$ cat config.mk
export PLATFORM = sky130hd
export DESIGN_NAME = vga_mode_timing
export DESIGN_NICKNAME = d
export VERILOG_FILES = /design/src/rtl/vga_pkg.sv /design/src/rtl/vga_delay_line.sv /design/src/rtl/vga_mode_timing.sv
export SDC_FILE = /design/constraint.sdc
export NUM_CORES = 1
export LEC_CHECK = 0
export CORE_ASPECT_RATIO = 0.5
export CORE_MARGIN = 2
export CORE_UTILIZATION = 49
export CTS_CLUSTER_DIAMETER = 120
export CTS_CLUSTER_SIZE = 12
export DETAILED_ROUTE_END_ITERATION = 12
export GPL_TIMING_DRIVEN = 0
export HOLD_SLACK_MARGIN = 0.06
export PLACE_DENSITY = 0.87
export SYNTH_ARGS = -nofsm -noshare
export SYNTH_HDL_FRONTEND = slang
export SYNTH_HIERARCHICAL = 1
export SYNTH_SLANG_ARGS = --single-unit
$ cat constraint.sdc
create_clock -name clk -period 2.29 [get_ports clk]
set_input_delay 0.229 -clock clk [delete_from_list [all_inputs] [get_ports clk]]
set_output_delay 0.229 -clock clk [all_outputs]
set_load 0.005 [all_outputs]
$ cat src/rtl/vga_pkg.sv
// Shared types and the built-in timing preset table for the VGA timing generator.
package vga_pkg;

    localparam int PW = 16;

    typedef struct packed {
        logic [PW-1:0] ha, hfp, hs, hbp;
        logic [PW-1:0] va, vfp, vs, vbp;
        logic          hpol, vpol;
    } vga_preset_t;

    function automatic vga_preset_t make_preset(input int ha, input int hfp, input int hs, input int hbp,
                                                input int va, input int vfp, input int vs, input int vbp,
                                                input logic hpol, input logic vpol);
        vga_preset_t p;
        p.ha   = PW'(ha);
        p.hfp  = PW'(hfp);
        p.hs   = PW'(hs);
        p.hbp  = PW'(hbp);
        p.va   = PW'(va);
        p.vfp  = PW'(vfp);
        p.vs   = PW'(vs);
        p.vbp  = PW'(vbp);
        p.hpol = hpol;
        p.vpol = vpol;
        return p;
    endfunction

    // A single-mode build still needs a 1-bit select port.
    function automatic int mode_w(input int n);
        return (n > 1) ? $clog2(n) : 1;
    endfunction

    // Every entry keeps HT and VT below 2^12 so the default 12-bit counters never overflow.
    localparam vga_preset_t P_640X480   = make_preset(640, 16, 96, 48, 480, 10, 2, 33, 1'b0, 1'b0);
    localparam vga_preset_t P_800X600   = make_preset(800, 40, 128, 88, 600, 1, 4, 23, 1'b1, 1'b1);
    localparam vga_preset_t P_1024X768  = make_preset(1024, 24, 136, 160, 768, 3, 6, 29, 1'b0, 1'b0);
    localparam vga_preset_t P_1280X1024 = make_preset(1280, 48, 112, 248, 1024, 1, 3, 38, 1'b1, 1'b1);

    localparam vga_preset_t [15:0] VGA_PRESETS = '{
        0: P_640X480,
        1: P_800X600,
        2: P_1024X768,
        3: P_1280X1024,
        default: P_640X480
    };

endpackage

$ cat src/rtl/vga_delay_line.sv
// Fixed-depth shift register that aligns the sync/enable outputs with downstream pixel latency.
module vga_delay_line #(
    parameter int               WIDTH     = 1,
    parameter int               DEPTH     = 2,
    parameter logic [WIDTH-1:0] RESET_VAL = '0
) (
    input  logic             clk,
    input  logic             rst,
    input  logic [WIDTH-1:0] d,
    output logic [WIDTH-1:0] q
);

    generate
        if (DEPTH == 0) begin : g_bypass
            logic unused_ports;
            assign unused_ports = clk ^ rst;
            assign q = d;
        end else begin : g_pipe
            logic [WIDTH-1:0] stages [DEPTH];

            always_ff @(posedge clk) begin
                if (rst) begin
                    for (int i = 0; i < DEPTH; i++) stages[i] <= RESET_VAL;
                end else begin
                    stages[0] <= d;
                    for (int i = 1; i < DEPTH; i++) stages[i] <= stages[i-1];
                end
            end

            assign q = stages[DEPTH-1];
        end
    endgenerate

endmodule

$ cat src/rtl/vga_mode_timing.sv
// Multi-preset VGA raster timing generator; the preset only changes on a frame boundary.
module vga_mode_timing
    import vga_pkg::*;
#(
    parameter int                  NUM_MODES = 4,
    parameter int                  CW        = 12,
    parameter int                  LAT       = 2,
    parameter vga_preset_t [15:0]  PRESETS   = VGA_PRESETS
) (
    input  logic                          clk,
    input  logic                          rst,
    input  logic [mode_w(NUM_MODES)-1:0]  mode_sel,
    output logic [CW-1:0]                 x,
    output logic [CW-1:0]                 y,
    output logic                          line_start,
    output logic                          frame_start,
    output logic                          de,
    output logic                          hsync,
    output logic                          vsync,
    output logic [mode_w(NUM_MODES)-1:0]  cur_mode,
    output logic                          mode_ack
);

    localparam logic [2:0] DL_RESET = {1'b0, ~PRESETS[0].hpol, ~PRESETS[0].vpol};

    vga_preset_t   p;
    logic [CW-1:0] ha, va, hs_start, hs_stop, vs_start, vs_stop, h_last, v_last;
    logic          last_x, last_y, mode_ok;
    logic          de_raw, hs_raw, vs_raw;

    assign p = PRESETS[cur_mode];

    always_comb begin
        ha       = CW'(p.ha);
        va       = CW'(p.va);
        hs_start = ha + CW'(p.hfp);
        hs_stop  = hs_start + CW'(p.hs);
        h_last   = hs_stop + CW'(p.hbp) - CW'(1);
        vs_start = va + CW'(p.vfp);
        vs_stop  = vs_start + CW'(p.vs);
        v_last   = vs_stop + CW'(p.vbp) - CW'(1);
    end

    assign last_x  = (x == h_last);
    assign last_y  = (y == v_last);
    assign mode_ok = (mode_sel != cur_mode) && (int'(mode_sel) < NUM_MODES);

    // A new preset is only taken on the last pixel of the frame so no frame is ever mixed.
    always_ff @(posedge clk) begin
        if (rst) begin
            x        <= '0;
            y        <= '0;
            cur_mode <= '0;
            mode_ack <= 1'b0;
        end else begin
            mode_ack <= 1'b0;
            if (last_x) begin
                x <= '0;
                if (last_y) begin
                    y <= '0;
                    if (mode_ok) begin
                        cur_mode <= mode_sel;
                        mode_ack <= 1'b1;
                    end
                end else begin
                    y <= y + CW'(1);
                end
            end else begin
                x <= x + CW'(1);
            end
        end
    end

    // Gated by rst so the strobes stay quiet while reset holds the counters at the origin.
    assign line_start  = (x == '0) && !rst;
    assign frame_start = (x == '0) && (y == '0) && !rst;

    always_comb begin
        de_raw = (x < ha) && (y < va);
        hs_raw = ((x >= hs_start) && (x < hs_stop)) ? p.hpol : ~p.hpol;
        vs_raw = ((y >= vs_start) && (y < vs_stop)) ? p.vpol : ~p.vpol;
    end

    vga_delay_line #(
        .WIDTH     (3),
        .DEPTH     (LAT),
        .RESET_VAL (DL_RESET)
    ) u_delay (
        .clk (clk),
        .rst (rst),
        .d   ({de_raw, hs_raw, vs_raw}),
        .q   ({de, hsync, vsync})
    );

endmodule

==> results.md <==
- Run status: finished, final reports clean
- Most used routing layer: met2
- CTS max path bufs: 2
- Initial core utilization: 0.519
- Syn nets: 194
- Max Fclk: 452 MHz
- Post-synth cell types: 37
- Final WS setup: 78.5 ps
- MaxCap Viol Count: 0
- Filler cells: 256
- Area after DPL: 1980 um2
- Seq cells post-synth: 33
- Initial antenna violation count: 0
- EDFF count, synth: 0
- Rel. slew slack: 0.678
- DRT Pass-1 Iters: 4
- Largest cells by area after synthesis: dfxtp_1, xor2_1, a21oi_1, nand3_1, nor2_1
- Critical path's slowest cell: clkdlybuf4s50_1
- Post-synthesis instance total: 186
- P&R area growth vs syn: 32.3%
- Leak: 0.778 nW
- Drt total wl: 3520 um
- Period Utilization, post-route: 0.966
- FF/Latch Area: 664 um2
- Cell taking the most area after synthesis: dfxtp_1
- CP Launch Type: flop
- Hold Fails Final Rpt: 0
- TritonCTS clock tree: built
- Largest net degree at the start of global routing: 12
- Syn. warnings: 6
- Cts bufs inserted: 5
- Met2 Use GR: 0.298
- Total core area: 3050 um2
- Die Y: 44.2 um
- Total number of H-tree levels: 2
- Crit path DAT: 1980 ps
- Pre-CTS setup slack: -279 ps
- Design area: 2090 um2
- CP max FO: 5
- VDD IR max: 375 uV
- Latest clock arrival within the worst-skew pair: 290 ps
- DRC viols: 0
- Antenna cells: 0
- GRT Util Overall: 0.191
- CP peak stage delay: 490 ps
- Clock sink count: 33
- Die Area: 3730 um2
- Row Count: 14
- Worst path buffer plus inverter count: 2
- Req. time, crit path: 2060 ps
- Minimum clock period: 2210 ps
- HP Class: primary input to flop
- Total number of vias: 1466
- Share of layout cells above drive strength 1: 0.0921
- DPL Wire Length: 2540 um
- Post-Syn Area: 1580 um2
- Drt wl/cell: 13.1 um
- Least-Margin Pin Slew: 483 ps
- Met1 Use GR: 0.251
- Number of buffers inserted by port buffering: 35
- Slew Limit Fails: 0
- Nets: 235
- Clock transition at the registers of the reported paths: 70 ps
- Most used DFF post-synth: dfxtp_1
- Hold buffers post-CTS: 0
- Multi-input logic area: 867 um2
- Vias per cell: 5.47
- Pwr Density: 513 nW/um2
- Synth async-reset ratio: 0
- First-pass GRT wire length: 5560 um
- Overall die width: 84.3 um
- Number of nets still failing antenna checks after routing: 0
- Top-area cell type share of the netlist area: 0.418
- Critical path class: flop to output port
- Setup Skew: 8.05 ps
- Post-synthesis sequential area ratio: 0.418
- Syn Area/Cell: 8.50 um2
- Fin util: 0.686
- Critical Path End Type: output port
- Vias in the first global route: 1201
- Final setup fails: 0
- Global-route met3 utilization: 0.0653
- Final GP Congestion: 0.863
- I/O Pins: 36
- Grt total ovfl: 0
- Crit-path cells: inv_1 > ha_1 > nor2b_1 > nand2_1 > nor2_1 > and3b_1 > clkdlybuf4s50_1
- First DRT Iteration DRCs: 125
- Root buffer cell: clkbuf_8
- Crit path max-delay family: simple AND/OR/NAND/NOR gates
area by class of cell:
class | instances | area share
inverters | 5 | 0.00897
clock inverters | 3 | 0.00837
repair buffers | 36 | 0.170
flip-flops and latches | 33 | 0.318
well taps | 40 | 0.0239
clock buffers | 5 | 0.0329
multi-input cells | 139 | 0.414
plain buffers | 7 | 0.0233
metrics by stage:
stage | std cells | TNS [ps] | hold WS, ps | power, mW
2_1_floorplan | 186 | 0 | 301 | 0.626
3_3_place_gp | 261 | -347 | 388 | 0.656
3_5_place_dp | 261 | -425 | 395 | 0.658
4_1_cts | 269 | 0 | 349 | 1.08
5_1_grt | 268 | -48.9 | 384 | 1.12
6_report | 268 | 0 | 361 | 1.07
synth_stat cells, types with 2 or more instances:
library cell and count:
dfxtp_1 33, xnor2_1 5, and2_1 3, or4_1 2
a21oi_1 13, or2_1 4, nand2_1 15, o21ai_0 10
nor2_1 17, and3_1 5, xor2_1 8, nor2b_1 3
nor3_1 2, clkbuf_1 4, nor4_1 4, o31ai_1 2
or3_1 8, nand3_1 13, and4_1 3, ha_1 4
buf_4 3, nand4_1 6, inv_1 5
cell usage in the layout (no fill, tap or decap), drive strengths merged, types with 7 or more instances in the layout:
master | synthesis | final
a21oi | 13 | 13
clkbuf | 4 | 7
clkdlybuf4s50 | 0 | 34
dfxtp | 33 | 33
nand2 | 15 | 15
nand3 | 13 | 13
nor2 | 17 | 17
o21ai | 10 | 10
or3 | 8 | 8
xor2 | 8 | 8
repair_timing:
item | 4_1_cts | 5_1_grt
pin swaps | 0 | 3
gates resized for setup | 5 | 4
setup endpoints to repair | 2 | 4
buffers inserted | 0 | 1
final timing paths:
kind	startpoint	to	slack [ps]	depth (start not counted)
worst max-delay path	y[0]	frame_start	80	7
worst min-delay path	rst	u_delay/g_pipe.stages[0][5]	360	2
worst max register to register	x[0]	y[11]	170	5
worst min register to register	u_delay/g_pipe.stages[0][1]	u_delay/g_pipe.stages[0][4]	410	1
sequential cells by signal (all words and copies together) (netlist names):
signal                 cells
cur_mode                   2
u_delay/g_pipe.stages      6
mode_ack                   1
y                         12
x                         12
logic make-up (layout without fill, tap and decap cells):
logic type / after synthesis / count (layout) / share of synthesized area
xor+xnor: 13 / 13 / 0.0720
buf+inv: 14 / 56 / 0.0411
flops: 33 / 33 / 0.418
fa+ha+maj: 4 / 4 / 0.0316
simple gates: 95 / 95 / 0.345
compound gates: 27 / 27 / 0.0926
worst register-to-register path, delay by kind of cell (launching register included):
kind | cells | cell delay [ps]
AOI/OAI and AO/OA | 1 | 150
adders and majority gates | 1 | 280
DFF | 1 | 420
and+or+nand+nor | 3 | 1210
report_power, final:
part           switching [mW]  internal [mW]
Clock                   0.219          0.209
Combinational          0.0257         0.0328
Sequential            0.00700          0.580
Total                   0.252          0.822
metal layers:
metal,vias up,part of all wire
li1,735,-
met1,680,0.49
met2,44,0.45
met3,7,0.057
met4,0,0.013
met5,-,0
Note: power is estimated with default switching activity, not from simulation.
==> RTL edit: new RTL, config.mk and constraints unchanged <==
Reset style: asynchronous (`rst`), changed in 2 clocked blocks.
--- a/src/rtl/vga_delay_line.sv
+++ b/src/rtl/vga_delay_line.sv
@@ -19,5 +19,5 @@
             logic [WIDTH-1:0] stages [DEPTH];
 
-            always_ff @(posedge clk) begin
+            always_ff @(posedge clk or posedge rst) begin
                 if (rst) begin
                     for (int i = 0; i < DEPTH; i++) stages[i] <= RESET_VAL;
--- a/src/rtl/vga_mode_timing.sv
+++ b/src/rtl/vga_mode_timing.sv
@@ -47,5 +47,5 @@
 
     // A new preset is only taken on the last pixel of the frame so no frame is ever mixed.
-    always_ff @(posedge clk) begin
+    always_ff @(posedge clk or posedge rst) begin
         if (rst) begin
             x        <= '0;
Function: differs if rst is asserted again (counterexample within 4 cycles, from zero or initial values and one cycle with rst high); with rst held inactive, the same outputs for 10 cycles.
==> RTL edit against the original RTL <==
Die area increased by 5.3%. Global-route usage increased by 2.9 points. Design area increased by 8.6%. Wire length increased by 10%. Non-clock buffer count increased by 4. Sequential cell count unchanged. Setup slack about the same. Clock skew decreased by 0.0058 ns. Area after synthesis increased by 5.7%. Critical endpoint is now line_start. Highest routed layer unchanged.
Power is not compared: it rests on default switching activity, and its combinational part moved more than twofold at a synthesized area within 25%.
==> RTL edit: results <==
outcome:
  result_of_the_run: "finished, final reports clean"
yosys:
  yosysSeqAreaShare_pct: 49.7
  ys.flop_type: "sky130_fd_sc_hd__dfrtp_1"
  asyncSetResetFlopFracSynth_pct: 100
  synth.area.top_cells: "sky130_fd_sc_hd__dfrtp_1 (43%), sky130_fd_sc_hd__dfstp_2 (6.3%), sky130_fd_sc_hd__xnor2_1 (5.2%)"
  synth.top_cells.by_count: "sky130_fd_sc_hd__dfrtp_1 (29), sky130_fd_sc_hd__nand3_1 (12), sky130_fd_sc_hd__inv_1 (10), sky130_fd_sc_hd__xnor2_1 (10), sky130_fd_sc_hd__nor2_1 (8)"
  syn-num-nets: 158
  synth.lib_cells_used.distinct: 36
  syn_inst: 150
critical_path:
  crit_path_start: "x[0]$_DFF_PP0_"
  crit_path_max_incr_delay_ns: 0.48
  cpLargestDelayFamily: "buffers and inverters"
  r2r_setup_slack_ns: 0.35
  worst_r2r_startpoint: "y[1]$_DFFE_PP0N_"
  critPathMaxFanout: 3
  worstRegToRegCells: 7
  regToRegEndpoint: "cur_mode[1]$_DFFE_PP0P_"
  crit_end: "line_start"
route:
  routed-via-count: 1346
  wl_um: 3880
  initialDrtViolationCount: 137
  m1WireLength_um: 1780
  wl_met3_um: 234
  dr_wl_met2_um: 1820
  routed.top_layer: "met4"
  post_drt_wl_per_cell_um: 16.3
clocking:
  clkTransAtPathRegs_ns: 0.07
  cts_max_path_buffers: 2
  clkLatencyLatePin_ns: 0.28
  cts-htree-levels: 2
layout:
  reg.largest.list: "x: 12 flops, y: 12 flops"
  fill_cells: 204
  count_of_antenna_diodes_in_the_layout: 0
  post_route_cells_drive_above_1_share_pct: 19.7
  layout.nets: 205
placed_design:
  place_ws_ns: 0.169
  hpwlAfterDp_um: 2550
  gp_congestion: 0.839
  numPlacedInstances: 225
  dpl-instance-area_mm2: 0.00207
global_routing:
  first_global_vias: 1378
  grt.total_usage_pct: 22.0
  largest_net_degree_at_the_start_of_global_routing: 28
  wire_length_of_the_first_global_routing_pass_um: 6400
power:
  power.leakage_nw: 0.995
  internal-power_mw: 1.03
timing:
  timing.max_slew.rel_slack_pct: 30.6
  holdWs_ns: 0.303
  period_minus_slack_ns: 2.21
  fin_worst_skew_ns: 0.00221
hold_path:
  min-delay-path-class: "primary input to asynchronous set/reset pin"
==> RTL edit: worst min path at each step <==
stage | cells after the start | to | start
4_1_cts | 2 | u_delay/q[2]$_DFF_PP0_ | rst
3_5_place_dp | 0 | u_delay/q[2]$_DFF_PP0_ | u_delay/g_pipe.stages[5]$_DFF_PP0_
6_report | 2 | u_delay/g_pipe.stages[5]$_DFF_PP0_ | rst
2_1_floorplan | 1 | u_delay/g_pipe.stages[5]$_DFF_PP0_ | rst
5_1_grt | 2 | u_delay/q[2]$_DFF_PP0_ | rst
3_3_place_gp | 0 | u_delay/q[2]$_DFF_PP0_ | u_delay/g_pipe.stages[5]$_DFF_PP0_
==> RTL edit: kinds of logic (layout without fill, tap and decap cells) <==
family / after synthesis / count (layout) / synth area share [%]
simple gates: 63 / 63 / 26.5
flops: 33 / 33 / 49.7
xor+xnor: 17 / 17 / 8.91
buf+inv: 17 / 65 / 5.01
compound gates: 11 / 11 / 3.29
mux: 5 / 5 / 3.59
fa+ha+maj: 4 / 4 / 2.99
==> RTL edit: routing by layer <==
metal,GRT usage (%),vias up
li1,-,617
met4,8.44,0
met3,6.03,7
met5,0,-
met2,35.7,55
met1,29.0,667
==> RTL edit: final cells by class <==
| type | count | area, um^2 | share of cell area, % |
|---|---|---|---|
| flip-flops and latches | 33 | 832 | 36.6 |
| multi-input cells | 100 | 781 | 34.4 |
| repair buffers | 40 | 390 | 17.2 |
| clock buffers | 5 | 68.8 | 3.03 |
| clock inverters | 3 | 65.1 | 2.87 |
| well taps | 40 | 50.0 | 2.20 |
| plain buffers | 7 | 46.3 | 2.04 |
| inverters | 10 | 37.5 | 1.65 |
==> RTL edit: timing repair <==
item / 4_1_cts / 5_1_grt
gates resized for setup: 3 / 4
pin swaps: 2 / 1
buffers inserted: 5 / 0
setup endpoints to repair: 1 / 2
